$ cat config.mk
export PLATFORM = sky130hd
export DESIGN_NAME = topk_stream_sorter
export DESIGN_NICKNAME = d
export VERILOG_FILES = /design/src/rtl/topk_stream_sorter.sv
export SDC_FILE = /design/constraint.sdc
export NUM_CORES = 1
export LEC_CHECK = 0
export CORE_MARGIN = 3
export CORE_UTILIZATION = 40
export CTS_CLUSTER_SIZE = 40
export DETAILED_ROUTE_END_ITERATION = 6
export GPL_ROUTABILITY_DRIVEN = 0
export GPL_TIMING_DRIVEN = 0
export PLACE_DENSITY_LB_ADDON = 0.3
export SYNTH_ARGS = -nofsm -noshare
export SYNTH_HDL_FRONTEND = slang
export SYNTH_SLANG_ARGS = --single-unit
$ cat constraint.sdc
create_clock -name clk -period 4.9 [get_ports clk]
set_input_delay 0.735 -clock clk [delete_from_list [all_inputs] [get_ports clk]]
set_output_delay 0.735 -clock clk [all_outputs]
set_load 0.02 [all_outputs]
$ cat src/rtl/topk_stream_sorter.sv
// Top-K stream sorter: keeps the best DEPTH entries of a stream in a sorted register
// array with single-cycle insertion, then drains them in order over valid/ready.
module topk_stream_sorter #(
  parameter int DATA_WIDTH = 16,
  parameter int KEY_WIDTH  = 4,
  parameter int DEPTH      = 8,
  parameter int MODE_MAX   = 1,
  parameter int CNT_WIDTH  = 16
) (
  input  logic                         clk,
  input  logic                         rstn,
  input  logic                         init,
  input  logic                         in_valid,
  output logic                         in_ready,
  input  logic [DATA_WIDTH-1:0]        in_data,
  input  logic                         flush,
  output logic                         out_valid,
  input  logic                         out_ready,
  output logic [DATA_WIDTH-1:0]        out_data,
  output logic                         out_last,
  output logic                         busy,
  output logic [$clog2(DEPTH+1)-1:0]   count,
  output logic [CNT_WIDTH-1:0]         drop_cnt
);

  localparam int CW = $clog2(DEPTH + 1);
  localparam logic [DATA_WIDTH-1:0] KEY_ONES  = DATA_WIDTH'((64'd1 << KEY_WIDTH) - 64'd1);
  localparam logic [DATA_WIDTH-1:0] MIN_EMPTY = {2'b01, {(DATA_WIDTH-2){1'b0}}};
  localparam logic [DATA_WIDTH-1:0] MAX_EMPTY = {2'b11, {(DATA_WIDTH-2){1'b0}}} | KEY_ONES;
  localparam logic [DATA_WIDTH-1:0] EMPTY     = (MODE_MAX != 0) ? MIN_EMPTY : MAX_EMPTY;

  typedef enum logic {FILL, DRAIN} state_t;

  state_t                  state;
  logic [DATA_WIDTH-1:0]   slot     [DEPTH];
  logic [DATA_WIDTH-1:0]   ins_slot [DEPTH];
  logic [DEPTH-1:0]        worse;
  logic                    in_norm;
  logic                    accept;
  logic                    insert_ok;
  logic                    drop_evt;

  // MIN sentinel < normal < MAX sentinel; only normal entries order by key.
  function automatic logic [1:0] rank(input logic [DATA_WIDTH-1:0] v);
    case (v[DATA_WIDTH-1 -: 2])
      2'b01:   rank = 2'd0;
      2'b00:   rank = 2'd1;
      default: rank = 2'd2;
    endcase
  endfunction

  function automatic logic less(input logic [DATA_WIDTH-1:0] a, input logic [DATA_WIDTH-1:0] b);
    logic [1:0] ra;
    logic [1:0] rb;
    ra = rank(a);
    rb = rank(b);
    if (ra != rb) less = (ra < rb);
    else          less = (ra == 2'd1) && (a[KEY_WIDTH-1:0] < b[KEY_WIDTH-1:0]);
  endfunction

  always_comb begin
    in_norm = (in_data[DATA_WIDTH-1 -: 2] == 2'b00);
    worse   = '0;
    for (int unsigned i = 0; i < DEPTH; i++) begin
      worse[i] = (MODE_MAX != 0) ? less(slot[i], in_data) : less(in_data, slot[i]);
    end
    // Array is sorted, so worse[] is a thermometer: the first set bit is the insert point.
    ins_slot[0] = worse[0] ? in_data : slot[0];
    for (int unsigned i = 1; i < DEPTH; i++) begin
      if (!worse[i])        ins_slot[i] = slot[i];
      else if (!worse[i-1]) ins_slot[i] = in_data;
      else                  ins_slot[i] = slot[i-1];
    end
    accept    = (state == FILL) && in_valid && in_ready;
    insert_ok = accept && in_norm && (worse != '0);
    drop_evt  = accept && (!in_norm || (worse == '0) || (count == CW'(DEPTH)));
  end

  assign busy      = (state == DRAIN);
  assign out_valid = busy && (count != '0);
  assign out_last  = out_valid && (count == CW'(1));
  assign out_data  = out_valid ? slot[0] : '0;

  always_ff @(posedge clk or negedge rstn) begin
    if (!rstn) begin
      state    <= FILL;
      in_ready <= 1'b0;
      count    <= '0;
      drop_cnt <= '0;
      for (int unsigned i = 0; i < DEPTH; i++) slot[i] <= EMPTY;
    end else if (init) begin
      state    <= FILL;
      in_ready <= 1'b1;
      count    <= '0;
      drop_cnt <= '0;
      for (int unsigned i = 0; i < DEPTH; i++) slot[i] <= EMPTY;
    end else begin
      if (drop_evt && (drop_cnt != '1)) drop_cnt <= drop_cnt + CNT_WIDTH'(1);
      case (state)
        FILL: begin
          if (insert_ok) begin
            for (int unsigned i = 0; i < DEPTH; i++) slot[i] <= ins_slot[i];
            if (count != CW'(DEPTH)) count <= count + CW'(1);
          end
          if (flush) begin
            state    <= DRAIN;
            in_ready <= 1'b0;
          end else begin
            in_ready <= 1'b1;
          end
        end
        DRAIN: begin
          if (count == '0) begin
            state    <= FILL;
            in_ready <= 1'b1;
          end else if (out_ready) begin
            for (int unsigned i = 0; i < DEPTH - 1; i++) slot[i] <= slot[i+1];
            slot[DEPTH-1] <= EMPTY;
            count         <= count - CW'(1);
            if (count == CW'(1)) begin
              state    <= FILL;
              in_ready <= 1'b1;
            end
          end
        end
        default: state <= FILL;
      endcase
    end
  end

endmodule

==> impl_metrics.json <==
{
  "worstPathMaxFanout": 10,
  "avgRoutedWirePerCell_um": 18.6,
  "die_area_um2": 25600,
  "clock_path_buffers": 2,
  "status": "finished clean",
  "clk_latency_ns": 0.43,
  "async_reset_ff_frac": 1.00,
  "numCtsBuffers": 17,
  "dieWidth_um": 160,
  "tightest_slew_ns": 1.21,
  "htree_levels": 4,
  "fin_nets": 1159,
  "pre_cts_slack_ns": -0.0540,
  "synth_seq_cells": 150,
  "layout_commonest_cell": "dfrtp_1",
  "drtIter0Drc": 508,
  "final-seq-area_um2": 3760,
  "crit_chain": "buf_2, clkbuf_1, clkbuf_1, clkbuf_1, and3_1, clkdlybuf4s50_1",
  "ys_seq_area_frac": 0.397,
  "post_cts_buffers": 0,
  "place.port_buffers": 49,
  "hold_violations": 0,
  "irDropWorstVdd_mv": 0.276,
  "slew_violations": 0,
  "ys_types": 52,
  "finClkSkew_ns": 0.00829,
  "rsz0062_at_grt": "false",
  "fin_ws_ns": 0.348,
  "slowest_delay_ns": 0.60,
  "grt_max_degree": 86,
  "grt_overflow": 0,
  "cp_common_cell": "clkbuf_1",
  "antenna_found_initial": 0,
  "fmax_mhz": 220,
  "yosysWarnings": 0,
  "p_leak_nw": 4.85,
  "area_growth_pct": 15.6,
  "holdBufCountCts": 0,
  "synth_ff_type": "dfrtp_1",
  "setup_violations": 0,
  "maxCapViolations": 0,
  "num_io_pins": 62,
  "period_minus_slack_ns": 4.55,
  "grt_use_total": 0.209,
  "pwr_density_cell_nw_per_um2": 500,
  "n_antenna_cell": 0,
  "worstSetupStartpointType": "flip-flop",
  "fillers": 2193,
  "slowest_stage": "clkdlybuf4s50_1",
  "core-area_um2": 23000,
  "syn_inst": 1024,
  "grt_pass1_wl_mm": 43.4,
  "grt_pass1_vias": 8070,
  "most-common-layout-cells": "dfrtp_1 (142), nand2_1 (137), mux2i_1 (103), o21ai_0 (101), a22o_1 (91)",
  "avgSynthCellArea_um2": 9.27,
  "path_clk_slew_ns": 0.06,
  "maxSlewHeadroom": 0.193,
  "via_per_inst": 5.62,
  "dp_hpwl_mm": 20.2,
  "start_util": 0.413,
  "vias": 7969,
  "die_h_um": 160,
  "required_ns": 4.16,
  "syn_nets": 1090,
  "multiInputGateArea_um2": 5290,
  "worstSetupEndpointType": "output pin",
  "synth-edff-count": 0,
  "layout-drive-gt1-share": 0.0931,
  "syn-cell-area_um2": 9490,
  "fp-row-count": 55,
  "route.detailed.drc": 0,
  "worstSetupPathType": "reg -> out",
  "hold_class": "in -> async",
  "ant_nets": 0,
  "cts.root.buffer_cell": "clkbuf_16",
  "power.total_mw": 5.48,
  "min_period_over_period": 0.929,
  "cts_tree": "done",
  "cts-resized-gates": 0,
  "first_pass_iters": 6,
  "cts_num_sinks": 150,
  "critPathArrivalTime_ns": 3.82,
  "routed_wl_mm": 26.4
}
==> worst max-delay path: cells and delay by family, from the launching register on <==
kind                   cells  cell delay (ns)
flip-flops                 1             0.55
buffers and inverters      5             2.56
AND/OR/NAND/NOR            1             0.26
==> cells by family (layout without fill, tap and decap cells) <==
family                     after synthesis  count (layout)  share of synthesized area
AOI/OAI and AO/OA                      322             322                      0.230
and+or+nand+nor                        288             288                      0.150
DFF                                    150             150                      0.397
muxes                                  111             111                      0.118
buffers and inverters                  108             190                     0.0465
adders and majority gates               44              44                     0.0580
xor gates and xnor gates                 1               1                   0.000923
==> layout make-up <==
type | count | share of cell area
Buffer | 94 | 0.0355
Multi-Input combinational cell | 766 | 0.482
Clock inverter | 13 | 0.0108
Clock buffer | 19 | 0.0413
Inverter | 14 | 0.00479
Tap cell | 313 | 0.0357
Sequential cell | 150 | 0.343
Timing Repair Buffer | 50 | 0.0473
==> report_power, final <==
part           internal [mW]  leakage (nW)  total (mW)  switching [mW]
clock network          0.733         0.285        1.29           0.559
registers               1.58          2.00        1.90           0.324
logic                  0.968          2.57        2.29            1.32
total                   3.28          4.85        5.48            2.20
==> through the flow <==
stage	hold slack, ns	setup TNS (ns)	std cells	utilization	instance area [um2]
after floorplan	0.439	0	1024	-	9490
after global placement	0.461	-455.63	1386	0.451	10400
after detailed placement	0.464	-0.0913	1387	0.453	10400
after CTS	0.339	0	1419	0.477	11000
after global routing	0.349	0	1419	0.477	11000
final	0.310	0	1419	0.477	11000
==> final timing paths <==
kind / from / end / slack (ns) / cells past startpoint
worst max-delay path: busy$_DFF_PN0_ / out_data[4] / 0.35 / 6
worst min-delay path: rstn / in_ready$_DFFE_PN0P_ / 0.31 / 1
worst max register to register: count[0]$_DFFE_PN0P_ / slot[125]$_DFFE_PN0P_ / 1.58 / 9
worst min register to register: slot[14]$_DFFE_PN1P_ / slot[14]$_DFFE_PN1P_ / 0.48 / 2
max in group asynchronous: rstn / slot[78]$_DFFE_PN1P_ / 3.71 / 2
min in group clk: slot[14]$_DFFE_PN1P_ / slot[14]$_DFFE_PN1P_ / 0.48 / 2
==> metal layers <==
layer | vias to the layer above | GRT usage | share of wire
met5 | - | 0 | 0
met4 | 0 | 0.0714 | 0.023
met3 | 39 | 0.0304 | 0.040
met2 | 210 | 0.347 | 0.47
met1 | 3832 | 0.282 | 0.46
li1 | 3888 | - | -
==> cell usage after synthesis, types with 2 or more instances <==
cell type | instances | share of area
nor2_4 | 5 | 0.0059
nand2_1 | 137 | 0.054
nor2_1 | 46 | 0.018
or4_1 | 3 | 0.0024
buf_1 | 6 | 0.0024
nor2b_1 | 7 | 0.0046
a211o_1 | 2 | 0.0018
o2111ai_1 | 6 | 0.0055
or3b_2 | 2 | 0.0018
or3b_1 | 5 | 0.0046
inv_1 | 14 | 0.0055
dfrtp_1 | 142 | 0.37
and2_1 | 2 | 0.0013
a31o_2 | 2 | 0.0018
nor3_1 | 3 | 0.0016
a21oi_2 | 6 | 0.0055
nand3b_1 | 5 | 0.0040
and3_1 | 20 | 0.013
a41o_1 | 4 | 0.0042
a211oi_1 | 3 | 0.0024
nor4_2 | 2 | 0.0026
ha_1 | 44 | 0.058
a21o_1 | 2 | 0.0016
a31oi_1 | 6 | 0.0040
o31ai_1 | 33 | 0.026
nor4_1 | 3 | 0.0020
mux2i_1 | 103 | 0.11
a22oi_1 | 4 | 0.0032
nand4_1 | 5 | 0.0033
clkbuf_1 | 64 | 0.025
and4_1 | 2 | 0.0018
mux2_2 | 8 | 0.0095
dfstp_2 | 8 | 0.022
o21ai_0 | 101 | 0.053
nand3_1 | 3 | 0.0016
nor3b_1 | 6 | 0.0047
buf_2 | 22 | 0.012
or2_2 | 9 | 0.0059
a21oi_1 | 55 | 0.029
nand2b_1 | 11 | 0.0073
o211ai_1 | 2 | 0.0016
o21a_1 | 2 | 0.0016
or3_1 | 10 | 0.0066
a22o_1 | 91 | 0.084
==> flip-flops by register name, summed over array words and instances (netlist names) <==
register	cells
busy	1
count	4
drop_cnt	16
in_ready	1
slot	128
Note: power is estimated with default switching activity, not from simulation.
==> variant 1, RTL diff (config.mk and constraints unchanged) <==
Set the parameter `DEPTH` to 4 (it was 8).
--- a/src/rtl/topk_stream_sorter.sv
+++ b/src/rtl/topk_stream_sorter.sv
@@ -3,7 +3,7 @@
 module topk_stream_sorter #(
   parameter int DATA_WIDTH = 16,
   parameter int KEY_WIDTH  = 4,
-  parameter int DEPTH      = 8,
+  parameter int DEPTH      = 4,
   parameter int MODE_MAX   = 1,
   parameter int CNT_WIDTH  = 16
 ) (
Interface: changed (resized count); port bits go from 62 to 61. No check against the original RTL was run, so the function may have changed too.
==> variant 1 against the unedited design <==
Critical path depth increased by 5; sequential cell count decreased by 65; critical path type is now in2reg; power decreased by 68%; setup slack improved by 0.77 ns; via count decreased by 37%; synthesized area decreased by 39%; worst hold slack got worse by 0.0035 ns; clock skew decreased by 0.00054 ns; cell area decreased by 37%; cell count decreased by 41%; wire length decreased by 34%.
==> variant 1: results (changes against the unedited design) <==
Parameter                              Value

Placement
  Number of port buffers ... 60 (+22%)
  Hpwl dp ... 12.81 mm (-37%)
  Place WS ... 0.8307 ns (+0.8848 ns)

Cells and area
  Area used by sequential logic in the layout ... 0.002132 mm² (-43%)
  Number of filler cells placed in the layout ... 1303 (-41%)
  Layout buffering overhead excluding clock cells ... 12.60% (+4.3 points)
  Multi-input gate count ... 439 (-43%)
  Final-stage net count ... 701 (-40%)
  Layout cell share with drive strength beyond 1 ... 10.32% (+1.0 points)
  Non-Clock Buffer Count ... 107 (-26%)
  Largest registers ... slot: 64 flops, drop_cnt: 16 flops, count: 3 flops
  Multi-input combinational area share ... 48.68% (+0.52 points)
  Non-clock inverter instance count of the final layout ... 12 (-2)

CTS
  Source-to-sink clock delay at the later pin of the worst-skew pair ... 0.35 ns (-0.08 ns)
  Number of gates resized after CTS ... 0 (unchanged)
  TritonCTS Sinks ... 85 (-43%)
  Number of levels in the clock H-tree ... 3 (-1)

Detailed routing
  Highest metal layer with signal wires ... met4
  First-pass DRT Iterations ... 5 (-1)
  Detailed-route via count ... 5004 (-37%)
  Routed met2 length ... 8.368 mm (-33%)
  WL met3 ... 874 µm (-17%)
  Post-Route WL ... 17.33 mm (-34%)
  Routed metal-1 wirelength ... 7.936 mm (-35%)

Setup path
  CP startpoint ... in_data[15]
  Startpoint of the worst register-to-register path ... slot[63]
  Logic depth of the worst register-to-register path ... 10 (+1)
  Worst reg2reg path endpoint ... slot[11]
  Endpoint arrival time on the critical path ... 4.05 ns (+0.23 ns)
  Worst setup slack for register-to-register paths ... 1.84 ns (+0.26 ns)

Synthesis
  Proportion of synthesized area in mux cells ... 12.66% (+0.85 points)
  Share of synthesized cell area in full adder, half adder and majority cells ... 5.394% (-0.41 points)
  Async set-reset flop share out of synthesis ... 100.0% (unchanged)
  Top cell types by occurrence after synthesis ... 81 x sky130_fd_sc_hd__dfrtp_1, 61 x sky130_fd_sc_hd__mux2i_1, 47 x sky130_fd_sc_hd__nand2_1
  Compound-cell area share of the yosys netlist ... 21.23% (-1.8 points)
  Count of distinct cell types in the synthesized netlist ... 64 (+23%)
  Area contributors post-synth ... sky130_fd_sc_hd__dfrtp_1 35%, sky130_fd_sc_hd__mux2i_1 11%, sky130_fd_sc_hd__ha_1 5.4%
  Synthesized-area fraction occupied by xor and xnor cells ... 0% (-0.092 points)
  Fraction of the yosys area taken by sequential cells ... 36.76% (-2.9 points)
  Synthesized Nets ... 629 (-42%)

Timing
  Maximum clock skew at final layout ... 0.007754 ns (-0.0005359 ns)
  Max_slew headroom ... 43.70% (+24 points)

Global routing
  Grt met2 use ... 36.30% (+1.6 points)
  Overall track demand over capacity in global routing ... 21.88% (+0.93 points)
  Wire length of the first global-routing pass ... 28.24 mm (-35%)
  GR Layer Usage met3 ... 3.074% (+0.039 points)
  Via count of the first global-routing pass ... 5135 (-36%)
  Met1 GRT Util ... 30.44% (+2.3 points)

Power and ir drop
  Maximum resistive drop on vdd ... 0.1379 mV (-50%)
  Net switching power figure ... 0.0005622 W (-74%)
  Leak Pwr ... 2.984 nW (-38%)

Status
  Run status ... completed
variant 1: cell types whose count changed after synthesis, moves of 16 or more:
| cell | change |
|---|---|
| sky130_fd_sc_hd__a21oi_1 | -38 |
| sky130_fd_sc_hd__mux2i_1 | -42 |
| sky130_fd_sc_hd__o31ai_1 | -28 |
| sky130_fd_sc_hd__and3_1 | -17 |
| sky130_fd_sc_hd__ha_1 | -19 |
| sky130_fd_sc_hd__nor2_1 | -26 |
| sky130_fd_sc_hd__clkbuf_1 | -41 |
| sky130_fd_sc_hd__o21ai_0 | -67 |
| sky130_fd_sc_hd__nand2_1 | -90 |
| sky130_fd_sc_hd__dfrtp_1 | -61 |
| sky130_fd_sc_hd__and2_1 | +16 |
| sky130_fd_sc_hd__a22o_1 | -61 |
variant 1: worst max-delay path by stage:
| stage | end | slack [ns] |
|---|---|---|
| 2_1_floorplan | slot[53] | 1.93 |
| 3_3_place_gp | slot[59] | -0.09 |
| 3_5_place_dp | slot[8] | 0.83 |
| 4_1_cts | slot[11] | 1.17 |
| 5_1_grt | slot[11] | 0.99 |
| 6_report | slot[11] | 1.12 |
variant 1: critical path, stage by stage:
cell	delay [ns]
sky130_fd_sc_hd__clkdlybuf4s50_1	0.60
sky130_fd_sc_hd__nor2_1	0.44
sky130_fd_sc_hd__ha_1	0.33
sky130_fd_sc_hd__nand3b_1	0.10
sky130_fd_sc_hd__or2_1	0.13
sky130_fd_sc_hd__o211ai_1	0.13
sky130_fd_sc_hd__buf_6	0.18
sky130_fd_sc_hd__o41a_4	0.51
sky130_fd_sc_hd__o21ai_2	0.42
sky130_fd_sc_hd__buf_2	0.33
sky130_fd_sc_hd__o2bb2ai_1	0.15
variant 1: kinds of logic (layout without fill, tap and decap cells):
logic type,Yosys count,after routing
buf+inv,58,135
simple gates,190,190
mux,72,72
compound gates,152,152
fa+ha+maj,25,25
flops,85,85
variant 1: metrics by stage:
step	instances	hold slack (ns)	util, %	TNS (ns)	instance area, µm²
floorplan	582	0.4394	-	0	5799
global placement	822	0.4669	47.18	-7.414	6625
detailed placement	823	0.4717	47.36	0	6650
CTS	839	0.3173	49.36	0	6932
global route	839	0.3386	49.36	0	6932
finish	839	0.3070	49.36	0	6932
variant 1: power by group through the flow:
| stage | logic, W | registers (W) | clock network [W] |
|---|---|---|---|
| 2_1_floorplan | 0.000236 | 0.000754 | 0 |
| 3_3_place_gp | 0.000351 | 0.000760 | 0 |
| 3_5_place_dp | 0.000364 | 0.000761 | 0 |
| 6_report | 0.000368 | 0.000748 | 0.000661 |
| 5_1_grt | 0.000399 | 0.000750 | 0.000697 |
| 4_1_cts | 0.000366 | 0.000748 | 0.000668 |
==> variant 2, RTL diff (same flow settings) <==
Without the edit above. One comparison of `count` changes from == to >=.
--- a/src/rtl/topk_stream_sorter.sv
+++ b/src/rtl/topk_stream_sorter.sv
@@ -73,7 +73,7 @@
     end
     accept    = (state == FILL) && in_valid && in_ready;
     insert_ok = accept && in_norm && (worse != '0);
-    drop_evt  = accept && (!in_norm || (worse == '0) || (count == CW'(DEPTH)));
+    drop_evt  = accept && (!in_norm || (worse == '0) || (count >= CW'(DEPTH)));
   end
 
   assign busy      = (state == DRAIN);
Formal check against the unedited RTL: same outputs for any inputs over 4 cycles, from zero or initial values and one cycle with rstn low; that may be too few to reach the edited logic, so the function may still have changed.
==> variant 2 against the unedited design <==
Cell count shrank 0.28%; count of clock-buffer cells in the layout shrank 1; power shrank 0.19%; wire length grew 1.2%; global-route usage grew 0.084 points; cell area shrank 0.11%; worst hold slack gained 0.0038 ns; synthesized area shrank 0.63%; die area shrank 0.61%; setup slack gained 0.034 ns; sequential cell count is the same; clock power grew 6%; maximum frequency grew 0.76%.
==> variant 2: results (changes against the unedited design) <==
Parameter                              Value

Detailed routing
  First-pass DRT Iterations ... 5 (-1)
  Per-cell via count in the routed design ... 5.811 (+3.5%)
  Post-Route WL ... 26.68 mm (+1.2%)
  Number of DRC markers after the initial detailed-route iteration ... 550 (+8.3%)

Setup path
  CP startpoint ... in_data[14]
  Logic depth of the worst register-to-register path ... 10 (+1)
  Cell with the biggest individual delay on the critical path ... sky130_fd_sc_hd__nor2_1

Power and ir drop
  Power Dens Cells ... 499.3 mW/mm² (about the same)
  Power share of the combinational group ... 40.8% (-0.9 points)
  Leak Pwr ... 4.887 nW (+0.76%)

Synthesis
  Synthesized-area fraction occupied by xor and xnor cells ... 0.09288% (+0.00059 points)
  Share of synthesized cell area in full adder, half adder and majority cells ... 5.838% (+0.037 points)
  Top cell types by occurrence after synthesis ... 142 x sky130_fd_sc_hd__dfrtp_1, 135 x sky130_fd_sc_hd__nand2_1, 121 x sky130_fd_sc_hd__o21ai_0
  Compound-cell area share of the yosys netlist ... 22.83% (-0.20 points)
  Count of distinct cell types in the synthesized netlist ... 54 (+3.8%)
  Area contributors post-synth ... sky130_fd_sc_hd__dfrtp_1 38%, sky130_fd_sc_hd__mux2i_1 11%, sky130_fd_sc_hd__a22o_1 8.5%
  Number of instances in the synthesized netlist ... 1019 (-0.49%)

Cells and area
  Final Non-Filler Cells ... 1415 (-0.28%)
  Utilization of the core after routing ... 47.83% (+0.089 points)
  Layout cell share with drive strength beyond 1 ... 9.347% (+0.034 points)
  Final-stage net count ... 1155 (-0.35%)

Placement
  Number of port buffers ... 50 (+2.0%)
  Hpwl dp ... 19.91 mm (-1.6%)
  Place WS ... -0.01345 ns (+0.04058 ns)

Timing
  Worst Max-Slew Pin Slew ... 1.031 ns (-0.1747 ns)

Global routing
  Grt met2 use ... 34.78% (+0.11 points)
  GR Layer Usage met3 ... 3.590% (+0.55 points)
  Pin count of the biggest net entering global routing ... 78 (-9.3%)
  Overall track demand over capacity in global routing ... 21.03% (+0.084 points)
  Met1 GRT Util ... 28.56% (+0.38 points)
  Via count of the first global-routing pass ... 8353 (+3.5%)
  Wire length of the first global-routing pass ... 43.75 mm (+0.71%)

Status
  Run status ... completed
==> variant 2: cell count changes in the layout (fill, tap and decap cells not counted), sizes merged, moves of 5 or more <==
cell / unedited run / this run
buf: 31 / 37
o31ai: 33 / 19
o21ai: 101 / 121
clkbuf: 84 / 71
inv: 20 / 15
==> variant 2: worst paths after layout <==
path / to / slack, ns
setup reg to reg: slot[27] / 1.62
hold / removal: drop_cnt[7] / 0.31
setup / recovery: drop_cnt[5] / 0.38
max in group asynchronous: slot[94] / 3.74
hold reg to reg: slot[9] / 0.49
min in group clk: slot[9] / 0.49
==> variant 2: layout make-up <==
cell class              instances  area (µm²)  area share, %
repair buffers                 51       529.3          4.829
well taps                     313       391.6          3.573
inverters                      11       41.29         0.3767
clock inverters                14       170.2          1.553
multi-input cells             770        5249          47.89
clock buffers                  18       439.2          4.007
plain buffers                  88       376.6          3.436
flip-flops and latches        150        3764          34.34
